==> config.mk <==
export PLATFORM = sky130hd
export DESIGN_NAME = qpmm_result_collector
export DESIGN_NICKNAME = d
export VERILOG_FILES = /design/src/rtl/qpmm_result_collector_pkg.sv /design/src/rtl/qpmm_result_collector_fifo.sv /design/src/rtl/qpmm_result_collector.sv
export SDC_FILE = /design/constraint.sdc
export NUM_CORES = 2
export LEC_CHECK = 0
export ABC_AREA = 0
export CAP_MARGIN = 20
export CELL_PAD_IN_SITES_DETAIL_PLACEMENT = 2
export CELL_PAD_IN_SITES_GLOBAL_PLACEMENT = 2
export CORE_ASPECT_RATIO = 1.1
export CORE_MARGIN = 2
export CORE_UTILIZATION = 33
export CTS_CLUSTER_DIAMETER = 200
export CTS_CLUSTER_SIZE = 14
export DETAILED_ROUTE_END_ITERATION = 8
export DONT_BUFFER_PORTS = 1
export GPL_TIMING_DRIVEN = 0
export PLACE_DENSITY_LB_ADDON = 0.08
export SLEW_MARGIN = 20
export SYNTH_ARGS = -nofsm -noshare
export SYNTH_HDL_FRONTEND = slang
export SYNTH_SLANG_ARGS = --single-unit
==> constraint.sdc <==
create_clock -name clk_i -period 25.9 [get_ports clk_i]
set_input_delay 7.77 -clock clk_i [delete_from_list [all_inputs] [get_ports clk_i]]
set_output_delay 7.77 -clock clk_i [all_outputs]
set_load 0.01 [all_outputs]
==> src/rtl/qpmm_result_collector_pkg.sv <==
// Shared curve and timing constants for the QPMM result collector.
// Contents:
//   - uint_Mtilde2_t : raw Montgomery product type, range [0, 2P)
//   - ModP, ModP2    : modulus P and 2P, zero-extended to the product width
//   - QpmmLatency    : QPMM operand-to-product latency derived from the array geometry
package qpmm_result_collector_pkg;

  // QPMM array geometry.
  localparam int unsigned QpmmN     = 16;
  localparam int unsigned QpmmD     = 2;
  localparam int unsigned LatPe     = 2;
  localparam int unsigned LatencyFa = 1;

  localparam int unsigned QpmmLatency = (QpmmN + QpmmD + 1) * LatPe + LatencyFa + 1;

  localparam int unsigned Zw = 130;
  typedef logic [Zw-1:0] uint_Mtilde2_t;

  localparam uint_Mtilde2_t ModP  = 130'h1_2345_6789_ABCD_EF01_FEDC_BA98_7654_3211;
  localparam uint_Mtilde2_t ModP2 = ModP << 1;

  function automatic int unsigned num_limbs(input int unsigned limb_w);
    return (Zw + limb_w - 1) / limb_w;
  endfunction

endpackage

==> src/rtl/qpmm_result_collector_fifo.sv <==
// Tagged result buffer between the QPMM capture point and the reducer.
// Read data is registered: a pop loads the head into rd_data_o, where it stays until the
// next pop, so the consumer can use rd_data_o as its working register.
// Ports:
//   clk_i, rst_i        : clock, asynchronous active-high reset
//   wr_en_i, wr_data_i  : push one entry
//   rd_en_i, rd_data_o  : pop head into the registered output
//   count_o, empty_o    : occupancy
module qpmm_result_collector_fifo #(
  parameter int unsigned Depth = 8,
  parameter int unsigned Width = 134
) (
  input  logic                       clk_i,
  input  logic                       rst_i,
  input  logic                       wr_en_i,
  input  logic [Width-1:0]           wr_data_i,
  input  logic                       rd_en_i,
  output logic [Width-1:0]           rd_data_o,
  output logic [$clog2(Depth):0]     count_o,
  output logic                       empty_o
);

  localparam int unsigned PtrW = (Depth > 1) ? $clog2(Depth) : 1;
  localparam int unsigned CntW = $clog2(Depth) + 1;

  logic [Width-1:0] mem_q [Depth];
  logic [PtrW-1:0]  wr_ptr_q, rd_ptr_q;
  logic [CntW-1:0]  count_q;
  logic [Width-1:0] rd_data_q;

  always_ff @(posedge clk_i) begin
    if (wr_en_i) mem_q[wr_ptr_q] <= wr_data_i;
  end

  always_ff @(posedge clk_i or posedge rst_i) begin
    if (rst_i) begin
      wr_ptr_q  <= '0;
      rd_ptr_q  <= '0;
      count_q   <= '0;
      rd_data_q <= '0;
    end else begin
      if (wr_en_i) wr_ptr_q <= (wr_ptr_q == PtrW'(Depth - 1)) ? '0 : wr_ptr_q + 1'b1;
      if (rd_en_i) begin
        rd_data_q <= mem_q[rd_ptr_q];
        rd_ptr_q  <= (rd_ptr_q == PtrW'(Depth - 1)) ? '0 : rd_ptr_q + 1'b1;
      end
      if (wr_en_i && !rd_en_i)      count_q <= count_q + 1'b1;
      else if (!wr_en_i && rd_en_i) count_q <= count_q - 1'b1;
    end
  end

  assign rd_data_o = rd_data_q;
  assign count_o   = count_q;
  assign empty_o   = (count_q == '0);

`ifndef SYNTHESIS
  // Credit accounting guarantees a free slot for every capture.
  no_overflow_a : assert property (@(posedge clk_i) disable iff (rst_i)
    !(wr_en_i && !rd_en_i && count_q == CntW'(Depth)));
`endif

endmodule

==> src/rtl/qpmm_result_collector.sv <==
// Output-side collector for the stall-free pipelined QPMM multiplier.
// Grants issue credits, tracks products through the fixed QPMM latency, buffers them,
// reduces [0, 2P) to [0, P) with a limb-serial conditional subtraction and returns results
// in issue order over valid/ready.
// Optional feature (macro QPMM_COLLECT_RANGE_CHK_EN): a second serial subtractor checks
// Z < 2P and raises a sticky err_o; without the macro err_o is tied to 0.
// Ports:
//   clk_i, rst_i                        : clock, asynchronous active-high reset
//   issue_valid_i, issue_ready_o        : operand issue handshake toward QPMM
//   issue_tag_i                         : user tag of the issued operation
//   qpmm_z_i                            : raw QPMM product
//   out_valid_o, out_ready_i            : result handshake
//   out_data_o, out_tag_o               : canonical result and its tag
//   credits_o                           : free credits
//   err_o                               : sticky range error
module qpmm_result_collector
  import qpmm_result_collector_pkg::*;
#(
  parameter int unsigned LatQpmm   = QpmmLatency,
  parameter int unsigned FifoDepth = 8,
  parameter int unsigned TagW      = 4,
  parameter int unsigned LimbW     = 64
) (
  input  logic                         clk_i,
  input  logic                         rst_i,
  input  logic                         issue_valid_i,
  output logic                         issue_ready_o,
  input  logic [TagW-1:0]              issue_tag_i,
  input  logic [Zw-1:0]                qpmm_z_i,
  output logic                         out_valid_o,
  input  logic                         out_ready_i,
  output logic [Zw-1:0]                out_data_o,
  output logic [TagW-1:0]              out_tag_o,
  output logic [$clog2(FifoDepth):0]   credits_o,
  output logic                         err_o
);

  localparam int unsigned CntW = $clog2(FifoDepth) + 1;
  localparam int unsigned Nl   = num_limbs(LimbW);
  localparam int unsigned PadW = Nl * LimbW;
  localparam int unsigned KW   = (Nl > 1) ? $clog2(Nl) : 1;

  typedef enum logic [1:0] {StIdle, StSub, StOut} state_e;

  // Issue tracking.
  logic                          issue_acc, capture;
  logic [LatQpmm-1:0]            sr_vld_q;
  logic [LatQpmm-1:0][TagW-1:0]  sr_tag_q;
  logic [CntW-1:0]               inflight_q, inflight_d;
  logic [CntW:0]                 used;
  logic                          red_busy;

  // Buffer.
  logic                          pop, fifo_empty;
  logic [CntW-1:0]               fifo_cnt;
  logic [TagW+Zw-1:0]            fifo_rd;
  uint_Mtilde2_t                 zreg;
  logic [TagW-1:0]               tagreg;

  // Reducer.
  state_e                        state_q;
  logic [KW-1:0]                 k_q;
  logic                          borrow_q;
  logic [PadW-1:0]               diff_q, diff_full, z_pad, p_pad;
  logic [LimbW-1:0]              limb_diff;
  logic                          limb_borrow;
  logic                          last_limb;

  assign red_busy      = (state_q != StIdle);
  assign used          = {1'b0, inflight_q} + {1'b0, fifo_cnt} + (CntW+1)'(red_busy);
  assign issue_ready_o = (used < (CntW+1)'(FifoDepth));
  assign credits_o     = CntW'((CntW+1)'(FifoDepth) - used);
  assign issue_acc     = issue_valid_i && issue_ready_o;
  assign capture       = sr_vld_q[LatQpmm-1];

  always_comb begin
    inflight_d = inflight_q;
    if (issue_acc && !capture)      inflight_d = inflight_q + 1'b1;
    else if (!issue_acc && capture) inflight_d = inflight_q - 1'b1;
  end

  always_ff @(posedge clk_i or posedge rst_i) begin
    if (rst_i) begin
      sr_vld_q   <= '0;
      sr_tag_q   <= '0;
      inflight_q <= '0;
    end else begin
      sr_vld_q   <= {sr_vld_q[LatQpmm-2:0], issue_acc};
      sr_tag_q   <= {sr_tag_q[LatQpmm-2:0], issue_tag_i};
      inflight_q <= inflight_d;
    end
  end

  qpmm_result_collector_fifo #(
    .Depth (FifoDepth),
    .Width (TagW + Zw)
  ) u_fifo (
    .clk_i     (clk_i),
    .rst_i     (rst_i),
    .wr_en_i   (capture),
    .wr_data_i ({sr_tag_q[LatQpmm-1], qpmm_z_i}),
    .rd_en_i   (pop),
    .rd_data_o (fifo_rd),
    .count_o   (fifo_cnt),
    .empty_o   (fifo_empty)
  );

  // The FIFO read register holds the popped head for the whole SUB/OUT episode.
  assign pop    = (state_q == StIdle) && !fifo_empty;
  assign zreg   = fifo_rd[Zw-1:0];
  assign tagreg = fifo_rd[TagW+Zw-1:Zw];

  assign last_limb = (k_q == KW'(Nl - 1));

  always_comb begin
    z_pad            = '0;
    z_pad[Zw-1:0]    = zreg;
    p_pad            = '0;
    p_pad[Zw-1:0]    = ModP;
    {limb_borrow, limb_diff} = {1'b0, z_pad[k_q*LimbW +: LimbW]}
                             - {1'b0, p_pad[k_q*LimbW +: LimbW]}
                             - {{LimbW{1'b0}}, borrow_q};
    diff_full                    = diff_q;
    diff_full[k_q*LimbW +: LimbW] = limb_diff;
  end

  always_ff @(posedge clk_i or posedge rst_i) begin
    if (rst_i) begin
      state_q     <= StIdle;
      k_q         <= '0;
      borrow_q    <= 1'b0;
      diff_q      <= '0;
      out_valid_o <= 1'b0;
      out_data_o  <= '0;
      out_tag_o   <= '0;
    end else begin
      unique case (state_q)
        StIdle: begin
          if (!fifo_empty) begin
            state_q  <= StSub;
            k_q      <= '0;
            borrow_q <= 1'b0;
          end
        end
        StSub: begin
          diff_q   <= diff_full;
          borrow_q <= limb_borrow;
          if (last_limb) begin
            state_q     <= StOut;
            out_valid_o <= 1'b1;
            // Final borrow means Z < P: Z is already canonical.
            out_data_o  <= limb_borrow ? zreg : diff_full[Zw-1:0];
            out_tag_o   <= tagreg;
          end else begin
            k_q <= k_q + 1'b1;
          end
        end
        StOut: begin
          if (out_ready_i) begin
            state_q     <= StIdle;
            out_valid_o <= 1'b0;
          end
        end
        default: state_q <= StIdle;
      endcase
    end
  end

`ifdef QPMM_COLLECT_RANGE_CHK_EN
  logic [PadW-1:0]  p2_pad;
  logic [LimbW-1:0] limb_diff2;
  logic             limb_borrow2, borrow2_q, err_q;

  always_comb begin
    p2_pad         = '0;
    p2_pad[Zw-1:0] = ModP2;
    {limb_borrow2, limb_diff2} = {1'b0, z_pad[k_q*LimbW +: LimbW]}
                               - {1'b0, p2_pad[k_q*LimbW +: LimbW]}
                               - {{LimbW{1'b0}}, borrow2_q};
  end

  always_ff @(posedge clk_i or posedge rst_i) begin
    if (rst_i) begin
      borrow2_q <= 1'b0;
      err_q     <= 1'b0;
    end else if (state_q == StIdle) begin
      borrow2_q <= 1'b0;
    end else if (state_q == StSub) begin
      borrow2_q <= limb_borrow2;
      // No borrow out of Z - 2P means Z >= 2P.
      if (last_limb && !limb_borrow2) err_q <= 1'b1;
    end
  end

  assign err_o = err_q;

  logic unused_diff2;
  assign unused_diff2 = ^limb_diff2;
`else
  assign err_o = 1'b0;
`endif

endmodule

* Yosys cells after proc, flatten, opt, wreduce, memory -nomap -nowiden
Memory sizes are Yosys's and may differ from the RTL's. A register that Yosys moved wholly into a read port is not among the register bits. Cells that the tools add are included.
Storage, ports and cells: register bits after elaboration 546, bits in writable memories 1072, bits of input ports 138, output and inout port bits 141, logic and storage cells 124, memories kept 1
Operators by class: add/subtract/negate cells 13, magnitude comparators 1, eq/ne operators 9, shifts and indexed selects 4, mux-type cells 22, reduce and logical (&&, ||, !) cells 22
Memories:
- u_fifo.mem_q | depth 8, bits a word 134, read ports 1, clocked after Yosys merged registers in 1, write ports 1, line qpmm_result_collector_fifo.sv:26 | logic [Width-1:0] mem_q [Depth];
Operators by type and width (number):
- bitwise mux 192 bit | 1
- variable shift 64 x 34 -> 192 bit (first input constant) | 1
- indexed part select 192 x 9 -> 64 bit | 1
- indexed part select 192 x 9 -> 64 bit (first input constant) | 1
- indexed part select 64 x 34 -> 192 bit | 1
- 2-to-1 mux 130 bit | 1
- subtractor 64 x 64 -> 65 bit | 1
- subtractor 65 x 1 -> 65 bit | 1
- negation 8 -> 34 bit | 1
- 2-to-1 mux 4 bit | 4
- 2-to-1 mux 2 bit | 5
- nonzero test 2 bit | 5
- AND reduction 3 bit | 3
- adder 4 x 1 -> 4 bit (second input constant) | 2
- inequality test 2 bit (second input constant) | 4
- subtractor 4 x 1 -> 4 bit (second input constant) | 2
- adder 3 x 1 -> 3 bit (second input constant) | 2
- equality test 3 bit (second input constant) | 2
- logical AND 1 bit | 6
- 2-to-1 mux 3 bit | 2
- case mux 2 bit (3 select lines) | 1
- adder 4 x 4 -> 5 bit | 1
- adder 5 x 1 -> 5 bit | 1
- < comparator 5 x 4 -> 1 bit (second input constant) | 1
- 11 further kinds | 21

* Longest topological paths before layout
depth in word-level cells 8, depth in mapped cells 24, mapped depth without buffers 16

* Modules after synthesis
A second synthesis with hierarchy kept.
Unflattened totals: cells, all modules 4995, area total of the unflattened synthesis 69735.6 um^2
Modules (own cells, without submodules):
- qpmm_result_collector_fifo | times used 1, cells an instance 2628, area an instance 46617.2 um^2, sequential area each 35794.3 um^2
- qpmm_result_collector | times used 1, cells an instance 2367, area an instance 23118.4 um^2, sequential area each 11861.4 um^2

* Worst setup path before layout
No wires, ideal clock.
kind reg2reg, start point reg u_fifo.wr_ptr_q[0], end point mem u_fifo.mem_q[0][0], enable pin, library setup time 0.791 ns, data arrival time 9.633 ns, data required time 25.109 ns, slack 15.476 ns, stages on the path, launching flop included 3, path buffers 0, period minus slack after synthesis 10.424 ns, path through dfrtp_1 > nand2b_1 > nor3_1
RTL lines:
- start: declaration | line qpmm_result_collector_fifo.sv:27 | logic [PtrW-1:0] wr_ptr_q, rd_ptr_q;
- start signal: assignment | line qpmm_result_collector_fifo.sv:42 | if (wr_en_i) wr_ptr_q <= (wr_ptr_q == PtrW'(Depth - 1)) ? '0 : wr_ptr_q + 1'b1;
- end: declaration | line qpmm_result_collector_fifo.sv:26
No word-level cell before the write port.

* Final worst setup path
start point reg u_fifo.count_q[0], in the netlist u_fifo.count_o[0], end point out credits_o[3]
On the way: word-level cells in the longest chain between the ends 3
RTL lines:
- start: declaration | line qpmm_result_collector_fifo.sv:28 | logic [CntW-1:0] count_q;
- start signal: assignment | line qpmm_result_collector_fifo.sv:47 | if (wr_en_i && !rd_en_i) count_q <= count_q + 1'b1;
- start signal: assignment | line qpmm_result_collector_fifo.sv:48 | else if (!wr_en_i && rd_en_i) count_q <= count_q - 1'b1;
- adder 4 x 4 -> 5 bit | line qpmm_result_collector.sv:70 | assign used = {1'b0, inflight_q} + {1'b0, fifo_cnt} + (CntW+1)'(red_busy);
- adder 5 x 1 -> 5 bit | line qpmm_result_collector.sv:70
- subtractor 4 bit | line qpmm_result_collector.sv:72 | assign credits_o = CntW'((CntW+1)'(FifoDepth) - used);
- end: declaration | line qpmm_result_collector.sv:34 | output logic [$clog2(FifoDepth):0] credits_o,
No other way between the ends.

==> results.tsv <==
stage	metric	value	unit
setup_path	cp.arrival	3040	ps
final_layout	nets	4981	
placed_design	io_buffers	0	
synthesis	synthesis.area	68800	sq um
synthesis	avgSynthCellArea	15.2	sq um
placed_design	hpwl	191000	um
setup_path	cpPeakStageDelay	480	ps
timing	min_period_over_period	41.7	%
min_path	whs_endpoint	sr_tag_q[157]	
setup_path	path_class	register to output port	
final_layout	fin_util	37.8	%
synthesis	ys_seq_elements	1690	
final_layout	fillers	20482	
placed_design	dp_cells	7371	
global_route	overflow	0	
setup_path	crit_path_start_kind	register	
synthesis	ys_dominant_reg_cell	edfxtp_1	
setup_path	cp_max_fo	5	
drt	routed_wl	252000	um
setup_path	slowest_stage	dfrtp_1	
synthesis	ys_async_sr_fraction	36.6	%
drt	vias	40997	
floorplanning	die_h	483	um
drt	post_drt_wl_per_cell	33.2	um
global_route	grt_use_total	23.9	%
setup_path	reg2reg_setup_slack	16550	ps
floorplanning	design.core.area	207000	sq um
floorplanning	dieArea	212000	sq um
floorplanning	ios	279	
global_route	antenna_found_initial	18	
timing	hold_viol_final	0	
outcome	status	complete, no violations	
clocking	cts_made_buffers	138	
clocking	clock_sinks	1690	
drt	dr.pass1.iters	5	
timing	rsz0062_at_grt	false	
synthesis	synthesis.yosys.warnings	0	
clocking	ctsResizeCount	0	
final_layout	layout_commonest_cell	edfxtp_1	
final_layout	final_cells	7607	
setup_path	r2r-end	out_data_o[61]	
clocking	holdBufCountCts	0	
clocking	cts_setup_buffers	0	
timing	fin_skew	37.3	ps
setup_path	end_kind	output port	
timing	worst_slew_pin_slew	1180	ps
setup_path	rr_worst_depth	23	
final_layout	layout-drive-gt1-share	13.6	%
setup_path	timing.rr.start	k_q[0]	
global_route	grt_pass1_wl	355000	um
final_layout	area_growth	13.6	%
floorplanning	rows	175	
floorplanning	start_util	33.2	%
synthesis	yosysSeqAreaShare	69.3	%
clocking	clkTransAtPathRegs	70	ps
setup_path	timing.critical_path.max_delay_family	adder cells	
drt	drtAntennaViolNets	0	
drt	avgViaCountPerCell	5.39	
timing	fmax	92.5	MHz
setup_path	worst_ep_required_time	18130	ps
clocking	clock-root-buffer	clkbuf_16	
timing	setup-violations-final	0	
setup_path	path_depth	7	
clocking	cts_buffer_depth	3	
synthesis	synthCells	4520	
synthesis	synth_edf_count	1072	
final_layout	layout_common_cells	edfxtp_1, dfrtp_1, nand2_1	
floorplanning	die_x	439	um
timing	slew_headroom	21.5	%
setup_path	cp_cell_sequence	inv_1, fa_1, fa_1, xor2_1, nand3_1, xor2_1, xnor2_1	
drt	drtIter0Drc	2908	
setup_path	critPathBufInv	1	
job	drv_cap	0	
timing	post-route-min-period	10810	ps
global_route	grt_max_degree	103	
global_route	grt_pass1_vias	44429	
drt	drcViolationCount	0	
timing	slew_violations	0	
synthesis	synth.net_count	4733	
synthesis	synth_cell_type_count	86	
min_path	hp-class	register to register	
min_path	min-delay-start	sr_tag_q[153]	
placed_design	place_congestion	0.874	
min_path	hold_path_depth	0	
clocking	clk_latency	840	ps
clocking	cts_tree	yes	
clocking	htreeDepth	4	
## per-stage QoR
stage          hold slack (ps)  setup TNS (ps)  area (sq um)  setup WS [ps]
2_1_floorplan              331               0         68800            825
3_3_place_gp               332        -5088730         72200          -8390
3_5_place_dp               336               0         74000          15880
4_1_cts                    345               0         78100          14950
5_1_grt                    353               0         78100          14880
6_report                   341               0         78100          15090
## final cells by class
cell class | instances | area, sq um | area share, %
timing repair buffer | 108 | 1700 | 2.18
tap | 2743 | 3430 | 4.39
buffer | 280 | 1170 | 1.49
multi-input combinational | 2449 | 19700 | 25.2
inverter | 101 | 387 | 0.495
clock buffer | 216 | 3770 | 4.82
antenna | 5 | 12.5 | 0.0160
clock inverter | 15 | 307 | 0.392
sequential | 1690 | 47700 | 61.0
## state kept, by name (all words and copies together) (netlist names), 4 cells and up
signal            count
diff_q              130
sr_tag_q            160
u_fifo.rd_data_o    134
out_tag_o             4
inflight_q            4
out_data_o          130
u_fifo.count_o        4
u_fifo.mem_q       1072
sr_vld_q             40
## per-layer routing
| metal | vias up | global-route usage (%) | part of all wire [%] |
|---|---|---|---|
| met5 | - | 0 | 0 |
| met4 | 0 | 8.14 | 3.6 |
| met3 | 277 | 4.41 | 5.2 |
| met2 | 877 | 39.5 | 48 |
| met1 | 22254 | 31.5 | 43 |
| li1 | 17589 | - | - |
## worst max path at each step
stage | from | to | slack, ps
floorplan | rst_i | borrow_q | 820
global placement | rst_i | sr_tag_q[3] | -8390
detailed placement | u_fifo.count_o[0] | credits_o[3] | 15880
CTS | u_fifo.count_o[0] | credits_o[3] | 14950
global route | u_fifo.count_o[0] | credits_o[3] | 14880
finish | u_fifo.count_o[0] | credits_o[3] | 15090
## cell families after synthesis
logic type	count (synthesis)	synth area share [%]
AO/OA/AOI/OAI	782	7.26
XOR/XNOR	100	1.28
adder cells (fa/ha/maj)	75	1.42
buffers and inverters	381	2.18
flip-flops	1690	69.3
multiplexers	494	12.1
other	1	0.00545
AND/OR/NAND/NOR	997	6.45
## cells in the mapped netlist, drive strengths merged (16+ instances only)
cell type  number  share of area [%]
a211oi         22               0.25
o22ai          55               0.50
nand3         177                1.3
ha             70                1.3
mux4          268                8.8
clkbuf        202                1.1
inv            99               0.54
nand4          20               0.18
a21o           25               0.27
edfxtp       1072                 47
o2bb2ai        27               0.34
nor2b          26               0.24
a22o           33               0.42
a31oi          26               0.26
o31ai          30               0.33
mux2i         212                3.1
xnor2          77               0.98
nor2          164               0.90
a21oi          88               0.64
dfrtp         618                 22
xor2           23               0.30
o211ai         18               0.20
o21ai         332                2.4
nor3           40               0.29
nand2         475                2.6
nand2b         20               0.18
buf            78               0.53
a22oi          16               0.17
Power is left out: the tool's default activity adds up to more than one toggle a clock period on the data nets, which glitch-free logic cannot reach.
